$ cat src/rtl/sel_arb_pkg.sv
// Shared types and helpers for the sel_arbiter round-robin arbiter.
package sel_arb_pkg;

    localparam int N_REQ = 4;

    typedef enum logic {
        IDLE  = 1'b0,
        GRANT = 1'b1
    } state_t;

    function automatic logic [N_REQ-1:0] onehot2(input logic [1:0] idx);
        onehot2 = 4'b0001 << idx;
    endfunction

endpackage

$ cat src/rtl/sel_arbiter_rr_pick.sv
// Combinational round-robin search: first set bit of req starting at ptr, wrapping mod 4.
module rr_pick
    import sel_arb_pkg::*;
(
    input  logic [N_REQ-1:0] req,
    input  logic [1:0]       ptr,
    output logic             any,
    output logic [1:0]       idx
);

    logic [1:0] pos_s;

    // Walk offsets from farthest to nearest so the nearest set bit wins last.
    always_comb begin
        any   = 1'b0;
        idx   = ptr;
        pos_s = ptr;
        for (int k = N_REQ - 1; k >= 0; k--) begin
            pos_s = ptr + 2'(k);
            any   = any | req[pos_s];
            idx   = req[pos_s] ? pos_s : idx;
        end
    end

endmodule

$ cat src/rtl/sel_arbiter.sv
// Round-robin arbiter sharing the 4:1 select path with a bounded hold time.
// Optional per-requester grant counters: define SEL_ARBITER_GRANT_CNT_EN.
module sel_arbiter
    import sel_arb_pkg::*;
#(
    parameter int DW       = 2,
    parameter int MAX_HOLD = 4
) (
    input  logic                clk,
    input  logic                rst,
    input  logic [N_REQ-1:0]    req,
    input  logic [N_REQ*DW-1:0] data,
    output logic [N_REQ-1:0]    grant,
    output logic [1:0]          sel,
    output logic [DW-1:0]       out_data,
    output logic                out_valid,
`ifdef SEL_ARBITER_GRANT_CNT_EN
    output logic [N_REQ*8-1:0]  gnt_cnt,
`endif
    output logic                busy
);

    state_t           state_q, state_d;
    logic [N_REQ-1:0] grant_q, grant_d;
    logic [1:0]       sel_q, sel_d;
    logic [1:0]       rr_ptr_q, rr_ptr_d;
    logic [3:0]       hold_cnt_q, hold_cnt_d;
    logic [DW-1:0]    out_data_q, out_data_d;
    logic             out_valid_q, out_valid_d;
    logic             busy_q, busy_d;

    logic [N_REQ-1:0] others_s, pick_req_s;
    logic [1:0]       pick_ptr_s, pick_idx_s;
    logic             pick_any_s, hold_last_s, release_s, new_grant_s;

    rr_pick u_rr_pick (
        .req (pick_req_s),
        .ptr (pick_ptr_s),
        .any (pick_any_s),
        .idx (pick_idx_s)
    );

    // Arbitration inputs: IDLE searches all requests, a release searches only competitors.
    always_comb begin
        others_s    = req & ~onehot2(sel_q);
        hold_last_s = (hold_cnt_q == 4'(MAX_HOLD - 1));
        release_s   = ~req[sel_q] | (hold_last_s & (|others_s));
        if (state_q == IDLE) begin
            pick_req_s = req;
            pick_ptr_s = rr_ptr_q;
        end else begin
            pick_req_s = others_s;
            pick_ptr_s = sel_q + 2'd1;
        end
    end

    // Next-state and grant decision.
    always_comb begin
        state_d     = state_q;
        grant_d     = grant_q;
        sel_d       = sel_q;
        rr_ptr_d    = rr_ptr_q;
        hold_cnt_d  = hold_cnt_q;
        new_grant_s = 1'b0;
        case (state_q)
            IDLE: begin
                if (pick_any_s) begin
                    state_d     = GRANT;
                    grant_d     = onehot2(pick_idx_s);
                    sel_d       = pick_idx_s;
                    hold_cnt_d  = 4'd0;
                    new_grant_s = 1'b1;
                end else begin
                    state_d = IDLE;
                end
            end
            GRANT: begin
                if (release_s) begin
                    rr_ptr_d = sel_q + 2'd1;
                    if (pick_any_s) begin
                        grant_d     = onehot2(pick_idx_s);
                        sel_d       = pick_idx_s;
                        hold_cnt_d  = 4'd0;
                        new_grant_s = 1'b1;
                    end else begin
                        state_d = IDLE;
                        grant_d = 4'b0000;
                    end
                end else if (hold_last_s) begin
                    hold_cnt_d = 4'd0;
                end else begin
                    hold_cnt_d = hold_cnt_q + 4'd1;
                end
            end
            default: begin
                state_d = IDLE;
                grant_d = 4'b0000;
            end
        endcase
        busy_d = (state_d == GRANT);
    end

    // Output stage trails the grant by one cycle and holds data while not valid.
    always_comb begin
        out_valid_d = (state_q == GRANT) && req[sel_q];
        if (out_valid_d) begin
            out_data_d = data[sel_q*DW +: DW];
        end else begin
            out_data_d = out_data_q;
        end
    end

    // State and output registers.
    always_ff @(posedge clk or negedge rst) begin
        if (!rst) begin
            state_q     <= IDLE;
            grant_q     <= 4'b0000;
            sel_q       <= 2'd0;
            rr_ptr_q    <= 2'd0;
            hold_cnt_q  <= 4'd0;
            out_data_q  <= {DW{1'b0}};
            out_valid_q <= 1'b0;
            busy_q      <= 1'b0;
        end else begin
            state_q     <= state_d;
            grant_q     <= grant_d;
            sel_q       <= sel_d;
            rr_ptr_q    <= rr_ptr_d;
            hold_cnt_q  <= hold_cnt_d;
            out_data_q  <= out_data_d;
            out_valid_q <= out_valid_d;
            busy_q      <= busy_d;
        end
    end

`ifdef SEL_ARBITER_GRANT_CNT_EN
    logic [7:0] cnt_q [N_REQ];
    logic [7:0] cnt_d [N_REQ];

    // Saturating count of grants issued to each requester.
    always_comb begin
        for (int i = 0; i < N_REQ; i++) begin
            if (new_grant_s && (pick_idx_s == 2'(i)) && (cnt_q[i] != 8'hFF)) begin
                cnt_d[i] = cnt_q[i] + 8'd1;
            end else begin
                cnt_d[i] = cnt_q[i];
            end
        end
    end

    // Grant counter registers.
    always_ff @(posedge clk or negedge rst) begin
        if (!rst) begin
            for (int i = 0; i < N_REQ; i++) cnt_q[i] <= 8'd0;
        end else begin
            for (int i = 0; i < N_REQ; i++) cnt_q[i] <= cnt_d[i];
        end
    end

    for (genvar gi = 0; gi < N_REQ; gi++) begin : g_cnt_out
        assign gnt_cnt[gi*8 +: 8] = cnt_q[gi];
    end
`endif

    assign grant     = grant_q;
    assign sel       = sel_q;
    assign out_data  = out_data_q;
    assign out_valid = out_valid_q;
    assign busy      = busy_q;

endmodule
$ cat config.mk
export PLATFORM = sky130hd
export DESIGN_NAME = sel_arbiter
export DESIGN_NICKNAME = d
export VERILOG_FILES = /design/src/rtl/sel_arb_pkg.sv /design/src/rtl/sel_arbiter_rr_pick.sv /design/src/rtl/sel_arbiter.sv
export SDC_FILE = /design/constraint.sdc
export NUM_CORES = 1
export LEC_CHECK = 0
export CAP_MARGIN = 20
export CORE_MARGIN = 2
export CORE_UTILIZATION = 40
export CTS_CLUSTER_SIZE = 28
export DETAILED_ROUTE_END_ITERATION = 10
export GPL_ROUTABILITY_DRIVEN = 1
export GPL_TIMING_DRIVEN = 0
export PLACE_DENSITY = 0.75
export SLEW_MARGIN = 20
export SYNTH_ARGS = -nofsm -noshare
export SYNTH_HDL_FRONTEND = slang
export SYNTH_HIERARCHICAL = 1
export SYNTH_SLANG_ARGS = --single-unit
export TNS_END_PERCENT = 5
$ cat constraint.sdc
create_clock -name clk -period 2.65 [get_ports clk]
set_input_delay 0.3975 -clock clk [delete_from_list [all_inputs] [get_ports clk]]
set_output_delay 0.3975 -clock clk [all_outputs]
set_load 0.005 [all_outputs]
After elaboration in Yosys (flattened, before gate mapping)
Cells that the tools add are included.
{ "word_totals": {"register_bits": 16, "latch_bits": 0, "mem_bits_rw": 0, "romBits": 0, "output_inout_bits": 10, "wordCells": 66, "memories": 0} }
{ "op_classes": {"addsub": 5, "n_mul": 0, "div": 0, "magnitude_cmp": 5, "n_eq_ne": 3, "n_shift": 3, "muxes": 30, "bitwise": 9, "reduce_logical": 4} }
{ "op_table": {"columns": ["cell", "count"], "rows": [
  ["4-bit two-way mux", 7],
  ["4-bit one-hot mux with 2 select lines", 2],
  ["2-bit by 3-bit less-than comparator with 1-bit output (second input constant)", 5],
  ["2-bit two-way mux", 7],
  ["1-bit binary-select mux with 2-bit select", 5],
  ["8-bit by 4-bit variable part select with 2-bit output", 1],
  ["1-bit by 2-bit << shifter with 4-bit output (first input constant)", 2],
  ["1-bit two-way mux", 7],
  ["2-bit by 1-bit adder with 2-bit output (second input constant)", 2],
  ["2-bit adder (second input constant)", 2],
  ["4-bit by 1-bit adder with 4-bit output (second input constant)", 1],
  ["4-bit bitwise AND", 1],
  ["4-bit by 2-bit == test with 1-bit output (second input constant)", 1],
  ["4-bit NOT", 1],
  ["1-bit bitwise OR", 4],
  ["2-bit one-hot mux with 2 select lines", 1],
  ["2-bit AND reduction", 2],
  ["4-bit OR reduction", 1],
  ["2-bit by 1-bit != test with 1-bit output (second input constant)", 1],
  ["2-bit != test (second input constant)", 1],
  ["1-bit NOT", 2],
  ["1-bit one-hot mux with 2 select lines", 1],
  ["1-bit bitwise AND", 1],
  ["1-bit logical AND", 1]
]} }

Logic depth before layout (Yosys ltp)
{ "logic_depth": {"ltp_word": 14, "mapped_depth": 9, "mapped_depth_nobuf": 8} }

Cells and area by module
The synthesis kept the hierarchy.
{ "modules_own_cells": {"columns": ["module", "instances", "cells_each", "area_each_um2", "seq_area_each_um2"], "rows": [
  ["sel_arbiter", 1, 80, 963.4, 400.4],
  ["rr_pick", 1, 15, 90.1, 0.0]
]} }

Worst setup path before layout
Ideal clock, no wire load.
{ "synth_timing": {"path_kind": "reg-to-reg", "startpoint": "reg sel_q[0], in the netlist sel[0]", "endpoint": "reg grant_q[0], in the netlist grant[0]", "t_arrival_ns": 2.037, "slack_ns": 0.492, "stages_incl_launch_ff": 9, "cell_sequence": "dfrtp_1 > buf_6 > inv_1 > ha_1 > a21boi_0 > or4_1 > inv_1 > a21oi_4 > a32o_1"} }
{ "synth_between": {"word_cells_on_any_way": 38, "cone_classes": "add/sub (4); eq/ne (2); shift (2); mux (20); bitwise (8); reduce/logical (2)"} }
{ "synth_rtl": {"columns": ["item", "line_no", "rtl"], "rows": [
  ["from (decl)", "sel_arbiter.sv:25", "logic [1:0] sel_q, sel_d;"],
  ["from (signal assigned)", "sel_arbiter.sv:127", "sel_q <= sel_d;"],
  ["1-bit by 2-bit << shifter with 4-bit output *", "sel_arb_pkg.sv:12", "onehot2 = 4'b0001 << idx;"],
  ["4-bit NOT *", "sel_arbiter.sv:45", "others_s = req & ~onehot2(sel_q);"],
  ["4-bit bitwise AND *", "sel_arbiter.sv:45", null],
  ["4-bit two-way mux *", "sel_arbiter.sv:48", "if (state_q == IDLE) begin"],
  ["net pick_req_s[0]", "sel_arbiter.sv:32", "logic [N_REQ-1:0] others_s, pick_req_s;"],
  ["1-bit binary-select mux with 2-bit select", "sel_arbiter_rr_pick.sv:20", "any = any | req[pos_s];"],
  ["1-bit two-way mux (not written as such)", "sel_arbiter_rr_pick.sv:20", null],
  ["1-bit bitwise OR (2 in series)", "sel_arbiter_rr_pick.sv:20", null],
  ["1-bit bitwise OR *", "sel_arbiter_rr_pick.sv:20", null],
  ["net pick_any_s", "sel_arbiter.sv:34", "logic pick_any_s, hold_last_s, release_s, new_grant_s;"],
  ["4-bit two-way mux", "sel_arbiter.sv:80", "if (pick_any_s) begin"],
  ["4-bit two-way mux", "sel_arbiter.sv:78", "if (release_s) begin"],
  ["4-bit one-hot mux with 2 select lines", "sel_arbiter.sv:65", "case (state_q)"],
  ["to (signal assigned)", "sel_arbiter.sv:126", "grant_q <= grant_d;"],
  ["to (decl)", "sel_arbiter.sv:24", "logic [N_REQ-1:0] grant_q, grant_d;"]
]} }
Mark *: on every way through the listed nets, which the timed path passes. The rest lies on a longest branch. The select of a mux whose other input is x is not followed.
A chain may end at the register's enable or synchronous reset.

Final worst setup path
{ "layout_timing": {"startpoint": "reg sel_q[1], in the netlist sel[1]", "endpoint": "reg grant_q[2], in the netlist grant[2]"} }
{ "layout_between": {"elab_chain_cells": 14, "word_cells_on_any_way": 38, "cone_classes": "add/sub (4); eq/ne (2); shift (2); mux (20); bitwise (8); reduce/logical (2)"} }
{ "layout_rtl": {"columns": ["item", "line_no", "rtl"], "rows": [
  ["1-bit by 2-bit << shifter with 4-bit output *", "sel_arb_pkg.sv:12", null],
  ["4-bit NOT *", "sel_arbiter.sv:45", null],
  ["4-bit bitwise AND *", "sel_arbiter.sv:45", null],
  ["4-bit two-way mux *", "sel_arbiter.sv:48", null],
  ["net pick_req_s[1]", "sel_arbiter.sv:32", null],
  ["1-bit binary-select mux with 2-bit select", "sel_arbiter_rr_pick.sv:21", "idx = req[pos_s] ? pos_s : idx;"],
  ["1-bit two-way mux (not written as such)", "sel_arbiter_rr_pick.sv:21", null],
  ["2-bit two-way mux (3 in series)", "sel_arbiter_rr_pick.sv:21", null],
  ["2-bit two-way mux *", "sel_arbiter_rr_pick.sv:21", null],
  ["net pick_idx_s[0]", "sel_arbiter.sv:33", "logic [1:0] pick_ptr_s, pick_idx_s;"],
  ["1-bit by 2-bit << shifter with 4-bit output *", "sel_arb_pkg.sv:12", null],
  ["4-bit two-way mux", "sel_arbiter.sv:80", null],
  ["4-bit two-way mux", "sel_arbiter.sv:78", null],
  ["4-bit one-hot mux with 2 select lines *", "sel_arbiter.sv:65", null]
]} }
Marked as above.

==> impl_metrics.yaml <==
placement:
  gp_congestion: 0.8325
  io_buffers: 23
  place_hpwl_um: 1783
  postPlaceCellArea_sq_um: 1321
  place_inst: 148
clock_tree:
  clkTransAtPathRegs_ns: 0.10
  clockBufferDepth: 2
  cts_tree: "yes"
  clk_latency_ns: 0.28
  cts_root_buf: "clkbuf_4"
  h-tree-depth: 1
  cts_setup_buffers: 0
  cts_inserted_buffers: 3
  clock_sinks: 16
worst_setup_path:
  cp_max_fo: 7
  start_kind: "flip-flop"
  worstPathRequired_ns: 2.83
  crit_type: "flip-flop to flip-flop"
  r2r_cells: 7
  cp-end-kind: "flip-flop"
  reg2reg_slack_ns: 0.24
  r2r-start: "sel[1]$_DFFE_PN0P_"
  arrival_ns: 2.60
  r2r-end: "grant[2]$_DFFE_PN0P_"
synthesis:
  syn_area_per_cell_sq_um: 11.09
  ys_ff_latch: 16
  syn_nets: 114
  netlist_instances: 95
  synthDistinctLibCells: 31
  synth_edf_count: 0
  ys_seq_area_share_pct: 38.00
  ys_async_sr_fraction_pct: 100.0
  syn_area_sq_um: 1054
  synth_warnings: 6
  synth_ff_type: "dfrtp_1"
min_path:
  hold_path_depth: 2
  hold_path.class: "flip-flop to flip-flop"
  timing.hold.worst.start: "out_data[1]$_DFFE_PN0P_"
  holdPathEnd: "out_data[1]$_DFFE_PN0P_"
cells_and_area:
  finish.cell_count_without_fillers: 151
  drive_gt1_share_pct: 12.40
  fin_util_pct: 54.24
  fin_area_sq_um: 1344
  final_common_cell: "clkdlybuf4s50_1"
  most-common-layout-cells: "clkdlybuf4s50_1, dfrtp_1, inv_1"
  num_antenna_cells: 0
  areaGrowthSynthToFinish_pct: 27.55
  final_nets: 142
sta:
  fin_crit_ns: 2.415
  hold_viol_final: 0
  tightestPinTransition_ns: 0.7269
  finClkSkew_ns: 0.01031
  max_freq_ghz: 0.4141
  finalCritPeriodShare_pct: 91.12
  maxSlewViolCount: 0
  setup_tns_ns: 0
  rsz0062_at_grt: "no"
  setup_viol: 0
  slew_headroom_pct: 51.39
routing:
  ant_nets: 0
  vias: 828
  routed_via_density: 5.483
  dr.pass1.iters: 4
  drt_wl_total_um: 2315
  drc: 0
  drt-wirelength-per-cell_um: 15.33
  drt_first_iter_violations: 21
status:
  status: "finished clean"
floorplan:
  fp.dieW_um: 55.32
  start_util_pct: 42.53
  pin_count: 24
  core_area_sq_um: 2477
  row_count: 18
  fp.dieH_um: 55.32
  die_area_sq_um: 3060
grt:
  grt_max_degree: 17
  grt_pass1_vias: 809
  antenna_found_initial: 0
  grt_usage_pct: 16.10
  grt_pass1_wl_um: 3905
  grt-ovfl-total: 0
power:
  power.leakage_uw: 0.0005959
  powerDensity_nw_per_um2: 1144
  power_uw: 1537
  max-vdd-ir-drop_uv: 716.9
job:
  timing.max_cap.violations: 0
-- cell families after synthesis --
kind of cell | count (synthesis) | synth area share (%)
flops | 16 | 38.00
mux | 10 | 13.42
compound gates | 22 | 21.26
simple gates | 27 | 14.25
fa+ha+maj | 5 | 5.938
buf+inv | 15 | 7.126
-- worst max path at each step --
stage                             from                   end  slack, ns  cells after the start
global placement                req[3]  grant[0]$_DFFE_PN0P_       0.13                      6
floorplan           sel[0]$_DFFE_PN0P_  grant[0]$_DFFE_PN0P_       0.49                      8
CTS                 sel[1]$_DFFE_PN0P_  grant[0]$_DFFE_PN0P_       0.15                      7
global route        sel[1]$_DFFE_PN0P_  grant[0]$_DFFE_PN0P_       0.07                      6
finish              sel[1]$_DFFE_PN0P_  grant[2]$_DFFE_PN0P_       0.24                      7
detailed placement              req[3]  grant[0]$_DFFE_PN0P_       0.09                      6
-- critical path: stages, from the launching register on --
cell and delay, ns:
dfrtp_1 0.52, inv_1 0.14, ha_1 0.23, a21boi_1 0.36
o22ai_1 0.16, a222oi_1 0.48, inv_1 0.16, a32o_1 0.27
-- report_power, final --
part | total, uW | switching (uW) | leakage, uW | internal (uW)
combinational | 999 | 495 | 0.000384 | 504
sequential | 411 | 68.6 | 0.000199 | 343
clock | 127 | 74.3 | 0.0000138 | 52.7
-- repair_timing --
item / in CTS / in global routing
endpoints found under the setup margin: 0 / 2
resized for setup: 0 / 1
hold buffers: 0 / 0
-- metal layers --
metal,up-vias,global-route usage [%],routed length [um]
li1,402,-,-
met4,0,5.226,25
met2,34,23.47,1010
met3,4,5.621,170
met5,-,0,0
met1,388,22.29,1108
-- state kept, by name (all words and copies together), names as in the netlist --
register and flops:
rr_ptr_q 2, out_data 2, busy 1, sel 2, hold_cnt_q 4, grant 4, out_valid 1
-- cell usage after synthesis, types with 3 or more instances --
| library cell | instances | share of area [%] |
|---|---|---|
| a32o_1 | 5 | 4.8 |
| nand2_1 | 8 | 2.9 |
| inv_1 | 11 | 3.9 |
| nor2b_1 | 6 | 3.6 |
| nand3_1 | 5 | 2.4 |
| mux4_2 | 3 | 6.4 |
| mux2i_1 | 4 | 3.8 |
| o22ai_1 | 3 | 1.8 |
| dfrtp_1 | 16 | 38 |
| a21boi_0 | 4 | 2.9 |
| ha_1 | 5 | 5.9 |
-- cell type report --
type,instances,area (sq um)
Fill cell,228,1134
Multi-Input combinational cell,64,578.1
Sequential cell,16,400.4
Timing Repair Buffer,23,230.2
Inverter,12,47.55
Tap cell,30,37.54
Buffer,3,27.53
Clock buffer,3,22.52
-- metrics by stage --
step | setup slack [ns] | hold slack [ns]
floorplan | 0.4917 | 0.1019
detailed placement | 0.08615 | 0.4594
global placement | 0.1348 | 0.4528
global route | 0.07090 | 0.4954
CTS | 0.1470 | 0.4798
finish | 0.2354 | 0.4716
Note: power is estimated with default switching activity, not from simulation.
